==> config.mk <==
export PLATFORM = sky130hd
export DESIGN_NAME = ddr_app_bridge
export DESIGN_NICKNAME = d
export VERILOG_FILES = /design/src/rtl/ddr_app_bridge.sv
export SDC_FILE = /design/constraint.sdc
export NUM_CORES = 1
export LEC_CHECK = 0
export ABC_CLOCK_PERIOD_IN_PS = 6000
export BUFFER_PORTS_ARGS = -buffer_cell sky130_fd_sc_hd__buf_4
export CAP_MARGIN = 20
export CORE_AREA = 5 5 232 234
export DETAILED_ROUTE_END_ITERATION = 12
export DIE_AREA = 0 0 237 239
export SYNTH_ARGS = -nofsm -noshare
export SYNTH_HDL_FRONTEND = slang
export SYNTH_SLANG_ARGS = --single-unit
==> constraint.sdc <==
create_clock -name clk -period 6 [get_ports clk]
set_clock_uncertainty 0.1 [all_clocks]
set_input_delay 1.2 -clock clk [delete_from_list [all_inputs] [get_ports clk]]
set_output_delay 1.2 -clock clk [all_outputs]
set_load 0.02 [all_outputs]
==> src/rtl/ddr_app_bridge.sv <==
// ddr_app_bridge: request-level front end for the DDR3 controller app_ interface.
// One accepted burst request (1..64 beats of 128 bits) becomes exactly one
// controller command plus the matching write-data or read-data handshakes.
// A stalled controller is caught by a progress timeout that leaves the bridge
// locked out (err_timeout) until reset.
//
// state   | meaning
// --------+------------------------------------------------------------
// ST_IDLE | waiting for a request; req_ready while calibrated and no error
// ST_WR   | write burst: issue command, stream beats, pulse wr_done
// ST_RD   | read burst: issue command, forward beats with rd_last
module ddr_app_bridge #(
    parameter int TIMEOUT_CYCLES = 1024,
    parameter int ADDR_W         = 28
) (
    input  logic              clk,
    input  logic              rst,
    input  logic              init_calib_complete,

    input  logic              req_valid,
    output logic              req_ready,
    input  logic              req_we,
    input  logic [ADDR_W-1:0] req_addr,
    input  logic [5:0]        req_len,

    input  logic              wd_valid,
    output logic              wd_ready,
    input  logic [127:0]      wd_data,
    output logic              wr_done,

    output logic              rd_valid,
    output logic [127:0]      rd_data,
    output logic              rd_last,

    output logic              busy,
    output logic              err_timeout,

    output logic              app_cmd_en,
    output logic [2:0]        app_cmd,
    output logic [ADDR_W-1:0] app_addr,
    output logic [5:0]        app_burst_number,
    input  logic              app_cmd_rdy,
    output logic              app_wdata_en,
    output logic              app_wdata_end,
    output logic [127:0]      app_wdata,
    input  logic              app_wdata_rdy,
    input  logic              app_rdata_valid,
    input  logic              app_rdata_end,
    input  logic [127:0]      app_rdata
);

    typedef enum logic [1:0] {
        ST_IDLE = 2'd0,
        ST_WR   = 2'd1,
        ST_RD   = 2'd2
    } state_t;

    // Terminal count of the progress timer; the abort fires on the cycle after it.
    localparam logic [15:0] TMO_LAST = 16'(TIMEOUT_CYCLES - 1);

    state_t      state;
    state_t      state_nxt;
    logic [6:0]  beat_cnt;
    logic        cmd_sent;
    logic [15:0] tmo_cnt;

    logic        accept;
    logic        wr_xfer;
    logic        rd_beat;
    logic        progress;
    logic        tmo_hit;

    // app_rdata_end carries no extra information: one beat is one transfer.
    logic        unused_rdata_end;
    assign unused_rdata_end = app_rdata_end;

    // Write data is a straight pass-through; the strobe is the handshake itself.
    assign app_wdata     = wd_data;
    assign app_wdata_en  = wr_xfer;
    assign app_wdata_end = wr_xfer;

    // State register.
    always_ff @(posedge clk) begin
        if (rst) begin
            state <= ST_IDLE;
        end else begin
            state <= state_nxt;
        end
    end

    // Next state and handshake outputs; wr_done is decoded from registered
    // state so it can never coincide with an accept.
    always_comb begin
        state_nxt  = state;
        req_ready  = 1'b0;
        wd_ready   = 1'b0;
        app_cmd_en = 1'b0;
        wr_done    = 1'b0;
        accept     = 1'b0;
        wr_xfer    = 1'b0;
        rd_beat    = 1'b0;
        progress   = 1'b0;
        tmo_hit    = 1'b0;

        case (state)
            ST_IDLE: begin
                req_ready = init_calib_complete && !err_timeout;
                accept    = req_valid && req_ready;
                if (accept) begin
                    state_nxt = req_we ? ST_WR : ST_RD;
                end
            end

            ST_WR: begin
                app_cmd_en = !cmd_sent && app_cmd_rdy;
                wd_ready   = (beat_cnt != 7'd0) && app_wdata_rdy;
                wr_xfer    = wd_valid && wd_ready;
                progress   = app_cmd_en || wr_xfer;
                if (cmd_sent && (beat_cnt == 7'd0)) begin
                    wr_done   = 1'b1;
                    state_nxt = ST_IDLE;
                end else if (!progress && (tmo_cnt == TMO_LAST)) begin
                    tmo_hit   = 1'b1;
                    state_nxt = ST_IDLE;
                end
            end

            ST_RD: begin
                app_cmd_en = !cmd_sent && app_cmd_rdy;
                // Beats before the command has gone out cannot belong to this burst.
                rd_beat    = cmd_sent && app_rdata_valid;
                progress   = app_cmd_en || rd_beat;
                if (rd_beat && (beat_cnt == 7'd1)) begin
                    state_nxt = ST_IDLE;
                end else if (!progress && (tmo_cnt == TMO_LAST)) begin
                    tmo_hit   = 1'b1;
                    state_nxt = ST_IDLE;
                end
            end

            default: begin
                state_nxt = ST_IDLE;
            end
        endcase
    end

    // Latch the command fields for the whole burst when a request is accepted.
    always_ff @(posedge clk) begin
        if (rst) begin
            app_addr         <= '0;
            app_burst_number <= '0;
            app_cmd          <= '0;
        end else if (accept) begin
            app_addr         <= req_addr;
            app_burst_number <= req_len;
            app_cmd          <= req_we ? 3'd0 : 3'd1;
        end
    end

    // Beat counter and one-command-per-request flag.
    always_ff @(posedge clk) begin
        if (rst) begin
            beat_cnt <= '0;
            cmd_sent <= 1'b0;
        end else begin
            if (accept) begin
                beat_cnt <= {1'b0, req_len} + 7'd1;
                cmd_sent <= 1'b0;
            end else begin
                if (wr_xfer || rd_beat) begin
                    beat_cnt <= beat_cnt - 7'd1;
                end
                if (app_cmd_en) begin
                    cmd_sent <= 1'b1;
                end
            end
        end
    end

    // Register read beats toward the source; rd_last marks the final one.
    always_ff @(posedge clk) begin
        if (rst) begin
            rd_valid <= 1'b0;
            rd_last  <= 1'b0;
            rd_data  <= '0;
        end else begin
            rd_valid <= rd_beat;
            rd_last  <= rd_beat && (beat_cnt == 7'd1);
            if (rd_beat) begin
                rd_data <= app_rdata;
            end
        end
    end

    // Progress timer: restarts on any handshake, sticky error on expiry.
    always_ff @(posedge clk) begin
        if (rst) begin
            tmo_cnt     <= '0;
            err_timeout <= 1'b0;
        end else begin
            if ((state == ST_IDLE) || progress || (state_nxt == ST_IDLE)) begin
                tmo_cnt <= '0;
            end else begin
                tmo_cnt <= tmo_cnt + 16'd1;
            end
            if (tmo_hit) begin
                err_timeout <= 1'b1;
            end
        end
    end

    // busy mirrors the state register.
    always_ff @(posedge clk) begin
        if (rst) begin
            busy <= 1'b0;
        end else begin
            busy <= (state_nxt != ST_IDLE);
        end
    end

endmodule

# Yosys cells after proc, flatten, opt, wreduce, memory -nomap -nowiden
# Cells that the tools add are included.
[totals]
register_bits = 195
input_bits = 300
out_inout_bits = 303
word_cells = 72
[op_classes]
add_sub_neg = 3
n_eq_ne = 4
mux = 24
n_reduce_logical = 29
[ops]
columns = ["cell", "n"]
rows = [
  ["adder 16 x 1 -> 16 bit, second input constant", 1],
  ["== test 16 x 10 -> 1 bit, second input constant", 1],
  ["2-to-1 mux 7 bit", 2],
  ["2-to-1 mux 1 bit", 13],
  ["2-to-1 mux 2 bit", 6],
  ["logical AND 1 bit", 11],
  ["adder 6 x 1 -> 7 bit, second input constant", 1],
  ["== test 7 x 1 -> 1 bit, second input constant", 1],
  ["logical NOT 7 bit", 1],
  ["nonzero test 7 bit", 1],
  ["subtractor 7 x 1 -> 7 bit, second input constant", 1],
  ["case mux 2 bit (3 select lines)", 1],
  ["OR reduction 2 bit", 3],
  ["logical OR 1 bit", 5],
  ["logical NOT 1 bit", 4],
  ["logical NOT 2 bit", 2],
  ["case mux 1 bit (2 select lines)", 2],
  ["nonzero test 2 bit", 2],
  ["== test 2 x 1 -> 1 bit, second input constant", 1],
  ["== test 2 bit, second input constant", 1],
]

# Longest topological paths before layout
[logic_depth]
ltp_word = 12
depth_mapped = 9
ltp_nobuf = 7

# Worst setup path before layout
# No wires, ideal clock.
[synth_timing]
path_kind = "input to output"
start = "input port wd_valid"
end = "output port app_wdata_end"
arrival_time_ps = 2230
setup_slack_ps = 2470
stages = 3
path_buffers = 1
path_cell_list = "nand3_1 -> a31oi_1 -> buf_4"
[synth_between]
elab_chain_len = 2
[synth_rtl]
columns = ["element", "line", "rtl"]
rows = [
  ["from (decl)", "26", "input logic wd_valid,"],
  ["logical AND 1 bit", "117", "wr_xfer = wd_valid && wd_ready;"],
  ["2-to-1 mux 1 bit", "105", "case (state)"],
  ["to (decl)", "44", "output logic app_wdata_end,"],
]
# Every way passes these cells.

# Final worst setup path
[layout_timing]
start = "register beat_cnt[0]"
end = "output port app_wdata_end"
[layout_between]
elab_chain_len = 4
[layout_rtl]
columns = ["element", "line", "rtl"]
rows = [
  ["from (decl)", "63", "logic [6:0] beat_cnt;"],
  ["from (signal assigned)", "167", "beat_cnt <= {1'b0, req_len} + 7'd1;"],
  ["from (signal assigned)", "171", "beat_cnt <= beat_cnt - 7'd1;"],
  ["nonzero test 7 bit", "116", "wd_ready = (beat_cnt != 7'd0) && app_wdata_rdy;"],
  ["logical AND 1 bit", "116", ""],
  ["logical AND 1 bit", "117", ""],
  ["2-to-1 mux 1 bit", "105", ""],
]
# Every way passes these cells.

==> metrics <==
number of cells on the critical path=4; Hold WC Path Type=flip-flop to flip-flop; Synth Instances=1041; die area=0.0566 mm²; clock tree buffer depth=2; P_leak=4.29 nW; sequential-to-total area share from yosys stat=0.470; detailed placer's ending HPWL=19.6 mm; Core Area=0.0518 mm²; largest net degree at the start of global routing=100; DRC Markers=0; total grt overflow=0; f_max=272 MHz; GP Congestion=0.785; most frequent cells in the layout=buf_4, nand2_1, dfxtp_1, a21oi_1, nor3_1; Avg WL per Cell=14.2 µm; Starting DRT DRC Count=311; ys async rst share=0; Post-CTS Setup Repair Bufs=0; Initial Util=0.159; row cnt=84; multiplexer share of the synthesized area=0; die width=237 µm; Synth Register Bits=193; Final Instance Area=0.0111 mm²; ANT nets after route=0; CP arrival=2.38 ns; post-synthesis xor/xnor area fraction=0.0245; crit path cell chain=inv_1 > ha_1 > a31oi_1 > buf_4; unrepaired setup endpoints after global routing=false; simple-gate portion of the synthesized area=0.206; Worst path top cell family by delay=compound AO/OA/AOI/OAI gates; Syn Std Cell Area=0.00822 mm²; worst-path maximum fanout=11; post_cts resized=0; layout cell share with drive strength beyond 1=0.315; Syn. warnings=0; Max-cap violations=0; GRT Overall Usage=0.0940; Port Buffer Count=343; endpoints failing setup=0; worst slew pin tran=1.00 ns; Final min period=3.68 ns; CP Capture Type=output port; Clk Latency, worst-skew pair=0.48 ns; fillcell total=5757; Post-synth EDFFs=0; Reg clk slew, reported paths=0.07 ns; adder-cell area share of the yosys netlist=0.0137; setup TNS=0 ns; CTS Sinks=193; cts hold-fix bufs=0; delay of the slowest critical-path stage=0.84 ns; Final Hold Viols=0; largest family of logic cells by synthesized area=simple AND/OR/NAND/NOR gates; Area Overhead vs Synth=35.4%; Power Total=0.00279 W; height of the die=239 µm; Final period util=0.614; number of global-route vias before repair=7356; Cell variety after synth=41; vias=7382; initial antenna violation count=0; pwr dens=250 mW/mm²; DR pass1 iterations=4; Synth Area in Compound Gates=0.133; commonest non-fill, non-tap cell in the layout=buf_4; cts bufs inserted=17; CTS tree=yes; global-route wire length before repair=41.0 mm; Reg2Reg Depth=7; vias per cell=3.85; fin nets=1527; Cell Area, Placed=0.0105 mm²; hold path cells=2; crit path kind=flip-flop to output port; CTS root buffer=clkbuf_16; final wirelength=27.3 mm; startpoint types=flip-flop; fin. max-slew vios=0; Post-synth top flop=dfxtp_1; maximum VDD drop=183 µV; htree depth=4; outcome=finished, final reports clean; I/O pin count=603; Critical path buffers and inverters=2; Relative slew margins=0.330; Slowest-stage cell, CP=a31oi_1; Avg Inst Size Synth=7.89 µm²; Worst EP required=4.70 ns
## through the flow
step	setup WS [ns]	hold WS (ns)	cells	util
final	2.32	0.355	1919	0.215
after global routing	2.08	0.374	1918	0.215
after CTS	2.27	0.358	1918	0.215
after detailed placement	2.33	0.348	1887	0.203
after global placement	2.37	0.343	1887	0.203
after floorplan	2.47	0.366	1042	-
## logic make-up (layout without fill, tap and decap cells)
family | after synthesis | count (layout)
adders and majority gates | 9 | 9
other | 1 | 3
AOI/OAI and AO/OA | 200 | 200
xor gates and xnor gates | 23 | 23
DFF | 193 | 193
buffers and inverters | 199 | 387
and+or+nand+nor | 416 | 416
## worst reg2reg max path: cells and delay by family, from the launching register on
| kind | cells | cell delay [ns] |
|---|---|---|
| AOI/OAI and AO/OA | 1 | 0.68 |
| adders and majority gates | 1 | 0.29 |
| buffers and inverters | 1 | 0.10 |
| DFF | 1 | 0.46 |
| and+or+nand+nor | 4 | 1.17 |
## synth_stat cells, drive strengths merged, types with 8 or more instances
cell type,number,area [µm²]
buf,136,1010
nand2,342,1280
a21oi,167,836
nand3,10,50.1
inv,8,30.0
nor2,15,56.3
ha,9,113
xnor2,14,123
clkbuf,55,206
xor2,9,78.8
nor3,23,120
dfxtp,193,3860
## final timing paths
path	start	endpoint	slack, ns
setup / recovery	beat_cnt[0]	app_wdata_end	2.32
hold / removal	app_addr[24]	app_addr[24]	0.36
setup reg to reg	state[0]	tmo_cnt[10]	3.05
hold reg to reg	app_addr[24]	app_addr[24]	0.36
## routing by layer
metal	global-route usage	vias to the layer above	part of all wire
met4	0.0460	0	0.032
li1	-	3614	-
met2	0.144	318	0.45
met1	0.104	3382	0.40
met5	0.00421	-	0
met3	0.0556	68	0.11
## sequential cells by signal, indices dropped and copies added (netlist names)
| signal | cells |
|---|---|
| state | 2 |
| err_timeout | 1 |
| rd_last | 1 |
| cmd_sent | 1 |
| busy | 1 |
| beat_cnt | 7 |
| app_burst_number | 6 |
| app_cmd | 1 |
| rd_valid | 1 |
| tmo_cnt | 16 |
| rd_data | 128 |
| app_addr | 28 |
## area by class of cell
type / instances / area (µm²) / area share
Antenna cell: 1 / 2.50 / 0.000225
Tap cell: 688 / 861 / 0.0774
Clock buffer: 18 / 429 / 0.0386
Clock inverter: 13 / 176 / 0.0159
Timing Repair Buffer: 348 / 2630 / 0.236
Sequential cell: 193 / 3860 / 0.347
Inverter: 8 / 30.0 / 0.00270
Multi-Input combinational cell: 650 / 3130 / 0.282
## power breakdown
| group | switching [W] | internal, W |
|---|---|---|
| Combinational | 0.000129 | 0.000122 |
| Sequential | 0.0000152 | 0.00130 |
| Clock | 0.000557 | 0.000662 |
(Power assumes the default switching activity.)
